[src/rtl/iob_uart_poll_master.sv]
// Configures an IOb UART, then polls it to move bytes between one-byte TX/RX holding registers and the UART.
// Bus fields are held until avalid & ready; each holding register deasserts its ready/valid while full or empty.
module iob_uart_poll_master #(
    parameter int          DATA_W         = 32,
    parameter int          ADDR_W         = 3,
    parameter logic [15:0] DIV            = 16'd434,
    parameter int          POLL_GAP       = 8,
    parameter int          SOFTRESET_ADDR = 0,
    parameter int          DIV_ADDR       = 2,
    parameter int          TXDATA_ADDR    = 4,
    parameter int          TXEN_ADDR      = 5,
    parameter int          RXEN_ADDR      = 6,
    parameter int          TXREADY_ADDR   = 0,
    parameter int          RXREADY_ADDR   = 1,
    parameter int          RXDATA_ADDR    = 4
) (
    input  logic                  clk_i,
    input  logic                  rst_n_i,
    input  logic [7:0]            tx_data_i,
    input  logic                  tx_valid_i,
    output logic                  tx_ready_o,
    output logic [7:0]            rx_data_o,
    output logic                  rx_valid_o,
    input  logic                  rx_ready_i,
    output logic                  init_done_o,
    output logic                  iob_avalid_o,
    output logic [ADDR_W-1:0]     iob_addr_o,
    output logic [DATA_W-1:0]     iob_wdata_o,
    output logic [DATA_W/8-1:0]   iob_wstrb_o,
    input  logic [DATA_W-1:0]     iob_rdata_i,
    input  logic                  iob_ready_i,
    input  logic                  iob_rvalid_i
);

    localparam int STRB_W = DATA_W / 8;
    localparam int GAP_W  = (POLL_GAP > 1) ? $clog2(POLL_GAP) : 1;

    typedef enum logic [3:0] {
        INIT_SRST1, INIT_SRST0, INIT_DIV, INIT_TXEN, INIT_RXEN,
        GAP, POLL_RX, READ_RX, POLL_TX, WRITE_TX
    } state_t;

    state_t              r_state;
    state_t              w_next;

    logic                r_avalid;
    logic [ADDR_W-1:0]   r_addr;
    logic [DATA_W-1:0]   r_wdata;
    logic [STRB_W-1:0]   r_wstrb;
    logic                r_rd;
    logic                r_rd_wait;

    logic                r_tx_full;
    logic [7:0]          r_tx_data;
    logic                r_rx_full;
    logic [7:0]          r_rx_data;
    logic                r_toggle;
    logic                r_init_done;
    logic [GAP_W-1:0]    r_gap;

    logic                w_access;
    logic                w_rd;
    logic                w_div;
    logic [ADDR_W-1:0]   w_addr;
    logic [7:0]          w_byte;
    logic [DATA_W-1:0]   w_wdata;
    logic [STRB_W-1:0]   w_wstrb;
    logic                w_done;
    logic [7:0]          w_rbyte;
    logic                w_sel_rx;

    // An access completes on acceptance for writes, or on the first rvalid at/after acceptance for reads.
    assign w_done   = (r_avalid & iob_ready_i & (~r_rd | iob_rvalid_i)) | (r_rd_wait & iob_rvalid_i);
    assign w_rbyte  = iob_rdata_i[{r_addr[1:0], 3'b000} +: 8];
    assign w_sel_rx = ~r_rx_full & (~r_tx_full | ~r_toggle);

    always_ff @(posedge clk_i) begin
        if (!rst_n_i) r_state <= INIT_SRST1;
        else          r_state <= w_next;
    end

    always_comb begin
        w_next = r_state;
        case (r_state)
            INIT_SRST1: if (w_done) w_next = INIT_SRST0;
            INIT_SRST0: if (w_done) w_next = INIT_DIV;
            INIT_DIV:   if (w_done) w_next = INIT_TXEN;
            INIT_TXEN:  if (w_done) w_next = INIT_RXEN;
            INIT_RXEN:  if (w_done) w_next = GAP;
            GAP: begin
                if (r_gap == '0) begin
                    if (w_sel_rx)       w_next = POLL_RX;
                    else if (r_tx_full) w_next = POLL_TX;
                end
            end
            POLL_RX:    if (w_done) w_next = w_rbyte[0] ? READ_RX : GAP;
            READ_RX:    if (w_done) w_next = GAP;
            POLL_TX:    if (w_done) w_next = w_rbyte[0] ? WRITE_TX : GAP;
            WRITE_TX:   if (w_done) w_next = GAP;
            default:    w_next = INIT_SRST1;
        endcase
    end

    always_comb begin
        w_access = 1'b1;
        w_rd     = 1'b0;
        w_div    = 1'b0;
        w_addr   = '0;
        w_byte   = 8'd0;
        case (r_state)
            INIT_SRST1: begin w_addr = ADDR_W'(SOFTRESET_ADDR); w_byte = 8'd1; end
            INIT_SRST0: begin w_addr = ADDR_W'(SOFTRESET_ADDR); w_byte = 8'd0; end
            INIT_DIV:   begin w_addr = ADDR_W'(DIV_ADDR);       w_div  = 1'b1; end
            INIT_TXEN:  begin w_addr = ADDR_W'(TXEN_ADDR);      w_byte = 8'd1; end
            INIT_RXEN:  begin w_addr = ADDR_W'(RXEN_ADDR);      w_byte = 8'd1; end
            POLL_RX:    begin w_addr = ADDR_W'(RXREADY_ADDR);   w_rd   = 1'b1; end
            READ_RX:    begin w_addr = ADDR_W'(RXDATA_ADDR);    w_rd   = 1'b1; end
            POLL_TX:    begin w_addr = ADDR_W'(TXREADY_ADDR);   w_rd   = 1'b1; end
            WRITE_TX:   begin w_addr = ADDR_W'(TXDATA_ADDR);    w_byte = r_tx_data; end
            default:    w_access = 1'b0;
        endcase
        w_wdata = '0;
        w_wstrb = '0;
        if (!w_rd) begin
            if (w_div) begin
                w_wdata = DATA_W'(DIV) << {w_addr[1:0], 3'b000};
                w_wstrb = STRB_W'(2'b11) << w_addr[1:0];
            end else begin
                w_wdata = DATA_W'(w_byte) << {w_addr[1:0], 3'b000};
                w_wstrb = STRB_W'(1) << w_addr[1:0];
            end
        end
    end

    always_ff @(posedge clk_i) begin
        if (!rst_n_i) begin
            r_avalid    <= 1'b0;
            r_addr      <= '0;
            r_wdata     <= '0;
            r_wstrb     <= '0;
            r_rd        <= 1'b0;
            r_rd_wait   <= 1'b0;
            r_tx_full   <= 1'b0;
            r_tx_data   <= 8'd0;
            r_rx_full   <= 1'b0;
            r_rx_data   <= 8'd0;
            r_toggle    <= 1'b0;
            r_init_done <= 1'b0;
            r_gap       <= '0;
        end else begin
            // A new access is only launched once the previous one has fully completed.
            if (r_avalid) begin
                if (iob_ready_i) begin
                    r_avalid <= 1'b0;
                    if (r_rd && !iob_rvalid_i) r_rd_wait <= 1'b1;
                end
            end else if (r_rd_wait) begin
                if (iob_rvalid_i) r_rd_wait <= 1'b0;
            end else if (w_access) begin
                r_avalid <= 1'b1;
                r_addr   <= w_addr;
                r_wdata  <= w_wdata;
                r_wstrb  <= w_wstrb;
                r_rd     <= w_rd;
            end

            if (w_next == GAP && (r_state != GAP || r_gap == '0)) r_gap <= GAP_W'(POLL_GAP - 1);
            else if (r_state == GAP && r_gap != '0)                r_gap <= r_gap - 1'b1;

            if (r_state == GAP && w_next == POLL_RX) r_toggle <= 1'b1;
            if (r_state == GAP && w_next == POLL_TX) r_toggle <= 1'b0;

            if (r_state == INIT_RXEN && w_done) r_init_done <= 1'b1;

            if (r_state == WRITE_TX && w_done) begin
                r_tx_full <= 1'b0;
            end else if (tx_valid_i && tx_ready_o) begin
                r_tx_full <= 1'b1;
                r_tx_data <= tx_data_i;
            end

            if (r_state == READ_RX && w_done) begin
                r_rx_full <= 1'b1;
                r_rx_data <= w_rbyte;
            end else if (r_rx_full && rx_ready_i) begin
                r_rx_full <= 1'b0;
            end
        end
    end

    assign tx_ready_o   = r_init_done & ~r_tx_full;
    assign rx_valid_o   = r_rx_full;
    assign rx_data_o    = r_rx_data;
    assign init_done_o  = r_init_done;
    assign iob_avalid_o = r_avalid;
    assign iob_addr_o   = r_addr;
    assign iob_wdata_o  = r_wdata;
    assign iob_wstrb_o  = r_wstrb;

endmodule

[config.mk]
export PLATFORM = sky130hd
export DESIGN_NAME = iob_uart_poll_master
export DESIGN_NICKNAME = d
export VERILOG_FILES = /design/src/rtl/iob_uart_poll_master.sv
export SDC_FILE = /design/constraint.sdc
export NUM_CORES = 1
export LEC_CHECK = 0
export ABC_AREA = 1
export CAP_MARGIN = 20
export CORE_MARGIN = 2
export CORE_UTILIZATION = 45
export DETAILED_ROUTE_END_ITERATION = 8
export PLACE_DENSITY = 0.79
export SYNTH_ARGS = -nofsm -noshare
export SYNTH_HDL_FRONTEND = slang
export SYNTH_SLANG_ARGS = --single-unit
[constraint.sdc]
create_clock -name clk_i -period 1.6 [get_ports clk_i]
set_clock_uncertainty 0.05 [all_clocks]
set_input_delay 0.4 -clock clk_i [delete_from_list [all_inputs] [get_ports clk_i]]
set_output_delay 0.4 -clock clk_i [all_outputs]
set_load 0.05 [all_outputs]
After elaboration in Yosys (flattened, before gate mapping)
Cells that the tools add are included.

word-level totals
  bits in registers = 69

cells by class
  add/sub/neg operators = 1
  eq/ne operators = 15
  shift operators = 5
  mux-type cells = 35
  bitwise logic cells = 16
  reduce and logical (&&, ||, !) cells = 27

operators with widths
  cell                                                                    count
  32-bit 2-to-1 mux                                                       2
  4-bit 2-to-1 mux                                                        13
  4-bit case mux with 8 select lines                                      1
  32-bit by 6-bit indexed part select with 8-bit output                   1
  8-bit by 5-bit left shift with 32-bit output                            1
  9-bit by 5-bit left shift with 32-bit output (first input constant)     1
  4-bit by 3-bit equality test with 1-bit output (second input constant)  6
  8-bit case mux with 2 select lines                                      1
  3-bit case mux with 5 select lines                                      1
  1-bit 2-to-1 mux                                                        14
  4-bit equality test (second input constant)                             3
  1-bit logical AND                                                       10
  3-bit OR reduction                                                      3
  9-bit OR reduction                                                      1
  4-bit by 2-bit equality test with 1-bit output (second input constant)  2
  1-bit NOT                                                               8
  3-bit 2-to-1 mux                                                        2
  2-bit OR reduction                                                      3
  1-bit bitwise AND                                                       5
  4-bit by 1-bit equality test with 1-bit output (second input constant)  1
  4-bit zero test                                                         1
  4-bit by 3-bit != test with 1-bit output (second input constant)        1
  2-bit AND reduction                                                     2
  2-bit nonzero test                                                      2
  other kinds (12)                                                        14

Logic depth before layout (Yosys ltp)
Gate-level depths: netlist of run 1.

  word-level depth = 9
  mapped depth = 11

Worst setup path after synthesis of run 1
OpenSTA, ideal clock, no wires.

  path kind = register to register
  start = register r_init_done, in the netlist init_done_o
  end = register r_tx_data[0]
  library setup time = 0.116 ns
  arrival = 2.082 ns
  required time = 1.434 ns
  setup slack = -0.648 ns
  cell stages (with the launch flop) = 8
  path buffers = 0
  clock period less this slack = 2.248 ns
  cell sequence = dfxtp_1 > inv_1 > nor2_1 > nand2_1 > nor2_2 > inv_2 > nor2_1 > nor2_1

on the way
  cells in the longest elaborated chain, start to end = 3

ends and longest elaborated chain
  item                           line  RTL
  start: declaration             58    logic r_init_done;
  start signal: assignment       148   r_init_done <= 1'b0;
  start signal: assignment       173   if (r_state == INIT_RXEN && w_done) r_init_done <= 1'b1;
  1-bit bitwise AND              191   assign tx_ready_o = r_init_done & ~r_tx_full;
  net tx_ready_o                 21    output logic tx_ready_o,
  1-bit logical AND              177   end else if (tx_valid_i && tx_ready_o) begin
  2-bit AND reduction (no line)  n/a
  end signal: assignment         179   r_tx_data <= tx_data_i;
  end: declaration               54    logic [7:0] r_tx_data;

The timed path passes the listed nets, and every way through them passes these cells.
A chain may end at the register's enable or synchronous reset.

Worst setup path after layout of run 1
  start = register r_gap[0]
  end = register r_gap[2]

on the way
  cells in the longest elaborated chain, start to end = 6
  elaborated cells between the ends (all ways) = 12
  classes of those cells = add/sub: 1; eq/ne: 1; mux: 4; reduce/logical: 6

ends and longest elaborated chain
  item                                                           line     RTL
  start: declaration                                             59       logic [GAP_W-1:0] r_gap;
  start signal: assignment                                       167      if (w_next == GAP && (r_state != GAP || r_gap == '0)) r_gap <= GAP_W'(POLL_GAP - 1);
  start signal: assignment                                       168      else if (r_state == GAP && r_gap != '0) r_gap <= r_gap - 1'b1;
  3-bit zero test                                                91, 167
  4-bit 2-to-1 mux                                               91       if (r_gap == '0) begin
  4-bit case mux with 8 select lines                             84       case (r_state)
  4-bit by 3-bit equality test with 1-bit output                 167
  1-bit logical AND                                              167
  3-bit 2-to-1 mux / 2-bit nonzero test (equally long branches)  n/a

Parallel ways exist; a longest one is shown, timed or not. The select of a mux whose other input is x is not followed.

==> qor.yml, run 1 <==
overflow: 0
final_nets: 573
cap_violations: 0
placed_cells: 588
viasPerCell: 5.16
hold_class: "input pin to register"
netlist_top_cells_area: "dfxtp_1 (48%), nor2_1 (12%), nand2_1 (11%), o21ai_0 (6.0%), a21oi_1 (5.2%)"
yosysWarnings: 0
antenna_found_initial: 0
die_w_um: 84.3
relSlewSlack: 0.777
dp_hpwl_mm: 6.42
grt_pass1_wl_mm: 13.7
cts_buffer_depth: 2
setup_viol: 0
synth_cells: 409
yosys.area.top_type: "dfxtp_1"
synthFlopType: "dfxtp_1"
yosysUniqueCellTypes: 27
syn2layout_area_growth_pct: 70.3
multi_input_area_sq_mm: 0.00145
die_height_um: 84.3
dieArea_sq_mm: 0.00711
routed_wl_mm: 8.64
fmax_mhz: 629
finalMaxSlewViolations: 0
finalHoldViolCount: 0
place_ws_ps: -427
core-area_sq_mm: 0.00628
cts_buffers: 9
synth_area_per_cell_sq_um: 7.10
start_util: 0.463
ir_worst_vdd_mv: 0.587
powerDensity_mw_per_mm2: 727
synthMostInstantiatedCell: "nor2_1"
grt_max_degree: 23
internal_power_mw: 2.62
io_pins: 97
fp-row-count: 29
cp-start-kind: "register"
netSwitchingPower_uw: 970
grt_pass1_vias: 2969
dr.pass1.iters: 6
p_comb_frac: 0.131
drtAntennaViolNets: 0
path_class: "register to register"
ys_seq_area_frac: 0.476
io_buffers: 96
clock_sinks: 69
cts.clk_slew.worst_paths_ps: 80
swShare: 0.270
layout_setup_ws_ps: 10.4
status: "finished, final reports clean"
drt_iter0_drc: 217
endpoint_kind: "register"
netlist_area_sq_mm: 0.00290
crit_path_max_fanout: 4
ys_top_cells_by_count: "nor2_1 (89), nand2_1 (85), dfxtp_1 (69)"
async_reset_ff_frac: 0
power.leakage_nw: 2.07
cts_tree: "yes"
fin_crit_sh: 0.993
seq_area_sq_mm: 0.00140
synth_top_area_frac: 0.476
cts_root_buf: "clkbuf_8"
postCtsHoldBufs: 0
required_ps: 1830
track_usage: 0.240
syn-num-nets: 457
drcViolationCount: 0
n_fill_cell: 418
vias: 3132
synth_edf_count: 0
routedWlPerCell_um: 14.2
instances_no_fill: 607
crit_arrival_ps: 1820
h-tree-depth: 3
clock_power_share: 0.380
worst_pin_slew_ps: 332
globalplace.congestion: 0.895
drive_above_1_share: 0.283
worstSkewPairLatency_ps: 350
yosys_register_bits: 69
seqPwrFrac: 0.489
period_minus_slack_ps: 1590
n_antenna_cell: 0
what timing repair did:
item / 4_1_cts / 5_1_grt
gates cloned: 0 / 0
setup buffers: 1 / 2
setup endpoints to repair: 26 / 41
pin swaps: 2 / 9
gates resized for setup: 12 / 37
routing by layer:
layer  global-route usage  vias to the layer above  share of wire
li1                     -                     1556              -
met2                0.403                       83           0.50
met1                0.300                     1469           0.42
met4               0.0981                        0          0.027
met3               0.0511                       24          0.052
met5                    0                        -              0
power by group through the flow:
stage	combinational, mW	sequential (mW)	clock, mW
final	0.472	1.76	1.37
after floorplan	0.174	1.84	0
after detailed placement	0.451	1.80	0
after global routing	0.510	1.76	1.45
after CTS	0.458	1.76	1.37
after global placement	0.444	1.80	0
registers in the layout, summed over array words and instances, names as in the netlist, 3 cells and up:
name / cells
iob_wdata_o: 32
r_tx_data: 8
rx_data_o: 8
iob_wstrb_o: 4
r_state: 4
iob_addr_o: 3
r_gap: 3
worst paths after layout:
check              endpoint  slack (ps)  cells past startpoint          from
max                r_gap[2]          10                     11      r_gap[0]
min            iob_avalid_o         410                      5   iob_ready_i
max reg2reg        r_gap[2]          10                     11      r_gap[0]
min reg2reg  iob_wdata_o[4]         430                      2  r_tx_data[4]
worst max-delay path, stage by stage, from the launching register on:
cell     delay [ps]
dfxtp_2         330
inv_2            60
ha_4            170
nand3_4         100
nor2_2           60
nand2_2          90
nand2_1          70
inv_1            80
nand3_2          90
nor2_4          150
nand4_1         120
a21oi_1         160
final cells by class:
| cell class | count | share of cell area |
|---|---|---|
| repair buffers | 122 | 0.341 |
| multi-input cells | 292 | 0.293 |
| flip-flops and latches | 69 | 0.283 |
| clock buffers | 10 | 0.0301 |
| inverters | 31 | 0.0248 |
| well taps | 77 | 0.0195 |
| clock inverters | 6 | 0.00885 |
layout by cell type (no fill, tap or decap), types with 4 or more instances in the layout:
| cell type | synthesis | routed |
|---|---|---|
| nor2_4 | 1 | 7 |
| buf_4 | 3 | 25 |
| nor2_1 | 89 | 80 |
| inv_2 | 5 | 8 |
| a21oi_1 | 30 | 27 |
| inv_1 | 24 | 20 |
| buf_12 | 0 | 52 |
| nand3_1 | 21 | 17 |
| nand3_2 | 1 | 4 |
| o21ai_0 | 35 | 35 |
| dfxtp_1 | 69 | 59 |
| nand2_2 | 4 | 11 |
| a31oi_1 | 8 | 8 |
| dfxtp_2 | 0 | 7 |
| clkbuf_8 | 0 | 9 |
| clkdlybuf4s50_1 | 0 | 43 |
| nand2_1 | 85 | 77 |
| nor2_2 | 5 | 8 |
per-stage QoR:
step | hold slack [ps] | power, mW | setup TNS, ps | cell area, sq um | util
2_1_floorplan | 401 | 2.01 | 0 | 2920 | -
3_3_place_gp | 412 | 2.24 | -6350 | 4580 | 0.730
3_5_place_dp | 416 | 2.25 | -7980 | 4580 | 0.730
4_1_cts | 426 | 3.59 | 0 | 4830 | 0.769
5_1_grt | 447 | 3.72 | -172 | 4950 | 0.788
6_report | 411 | 3.59 | 0 | 4950 | 0.788
cells by family (layout without fill, tap and decap cells):
logic type | Yosys count | after routing | share of synthesized area
buffers and inverters | 48 | 169 | 0.0720
AND/OR/NAND/NOR | 209 | 209 | 0.294
AO/OA/AOI/OAI | 80 | 80 | 0.147
XOR/XNOR | 1 | 1 | 0.00302
flip-flops | 69 | 69 | 0.476
adder cells (fa/ha/maj) | 2 | 2 | 0.00862
No activity file was read; power rests on OpenSTA's default activity.
==> inputs of run 2 (changes only) <==
--- a/config.mk
+++ b/config.mk
@@ -7,7 +7,7 @@
 export LEC_CHECK = 0
 export ABC_AREA = 1
 export CAP_MARGIN = 20
-export CORE_MARGIN = 2
+export CORE_MARGIN = 1.5
 export CORE_UTILIZATION = 45
 export DETAILED_ROUTE_END_ITERATION = 8
 export PLACE_DENSITY = 0.79
==> qor.yml, run 2 (synthesis results as in run 1) <==
io_buffers: 96
power_mw: 3.54
path_buf_inv: 2
cts_root_buf: "clkbuf_8"
cts_tree: "yes"
period_minus_slack_ps: 1540
globalplace.congestion: 0.861
fp-row-count: 29
crit_arrival_ps: 1090
routed_wl_mm: 8.57
status: "finished, final reports clean"
n_antenna_cell: 0
cap_violations: 0
worst_path_max_delay_cell: "dfxtp_2"
track_usage: 0.256
grt_pass1_wl_mm: 14.4
hold_class: "input pin to register"
routedWlPerCell_um: 14.1
final_util: 0.782
required_ps: 1150
grt_max_degree: 25
crit_path_max_fanout: 16
worst_pin_slew_ps: 357
crit_chain: "buf_4 > buf_12"
antenna_found_initial: 0
setup_viol: 0
ir_worst_vdd_mv: 0.885
slowest_delay_ps: 350
power.leakage_nw: 2.05
dp_hpwl_mm: 6.33
place_ws_ps: -422
instances_no_fill: 608
cp-start-kind: "register"
powerDensity_mw_per_mm2: 721
syn2layout_area_growth_pct: 69.1
vias: 3190
r2r_start: "r_gap[0]"
dr.pass1.iters: 5
drive_above_1_share: 0.271
drtAntennaViolNets: 0
io_pins: 97
drcViolationCount: 0
placed_area_sq_mm: 0.00459
overflow: 0
h-tree-depth: 3
n_fill_cell: 449
core-area_sq_mm: 0.00628
layout_setup_ws_ps: 57.2
start_util: 0.463
fin_crit_sh: 0.964
relSlewSlack: 0.761
largest_register_ffs: 32
cp-startpoint: "iob_addr_o[0]"
grt_pass1_vias: 3128
clock_sinks: 69
cts.clk_slew.worst_paths_ps: 80
finalMaxSlewViolations: 0
multi_input_area_sq_mm: 0.00143
endpoint_kind: "primary output"
layout_common_cells: "nand2_1 (80), nor2_1 (80), dfxtp_1 (62)"
viasPerCell: 5.25
worstSkewPairLatency_ps: 350
placed_cells: 590
cts_buffer_depth: 2
final_nets: 574
post-route-cell-area_sq_mm: 0.00491
holdWs_ps: 346
fin_setup_tns_ps: 0
finalHoldViolCount: 0
die_height_um: 83.3
crit_family: "buffers and inverters"
die_w_um: 83.3
seq_area_sq_mm: 0.00140
path_class: "register to primary output"
cts_buffers: 9
fmax_mhz: 648
hold_start: "iob_ready_i"
dieArea_sq_mm: 0.00694
drt_iter0_drc: 201
run 2: worst min-delay path: stages:
cell,delay (ps)
dlymetal6s2s_1,160
nand3_1,90
a21oi_1,50
run 2: path summary, 6_finish.rpt:
path	slack (ps)	cells past startpoint	endpoint
min	350	3	r_rd_wait
min reg2reg	430	2	iob_wdata_o[7]
max reg2reg	100	10	r_gap[1]
max	60	2	iob_addr_o[0]
run 2: what timing repair did:
item,4_1_cts,5_1_grt
setup buffers,0,2
hold endpoints to repair,0,0
hold buffers,0,0
setup endpoints to repair,13,18
pin swaps,1,7
gates resized for setup,12,28
run 2: layout make-up:
type	instances	area share
clock buffers	10	0.0280
clock inverters	6	0.00917
inverters	31	0.0237
multi-input cells	292	0.290
flip-flops and latches	69	0.285
well taps	77	0.0196
repair buffers	123	0.344
run 2: where the power goes:
group / internal [mW] / switching, mW / total (mW)
Clock: 0.613 / 0.697 / 1.31
Sequential: 1.73 / 0.0241 / 1.76
Combinational: 0.232 / 0.244 / 0.476
Total: 2.58 / 0.966 / 3.54
run 2: layer usage:
layer / routed length, um / global-route usage / up-vias
met3: 552 / 0.0815 / 17
met2: 4440 / 0.446 / 117
met1: 3450 / 0.298 / 1504
met5: 0 / 0 / -
met4: 130 / 0.0788 / 0
li1: - / - / 1552
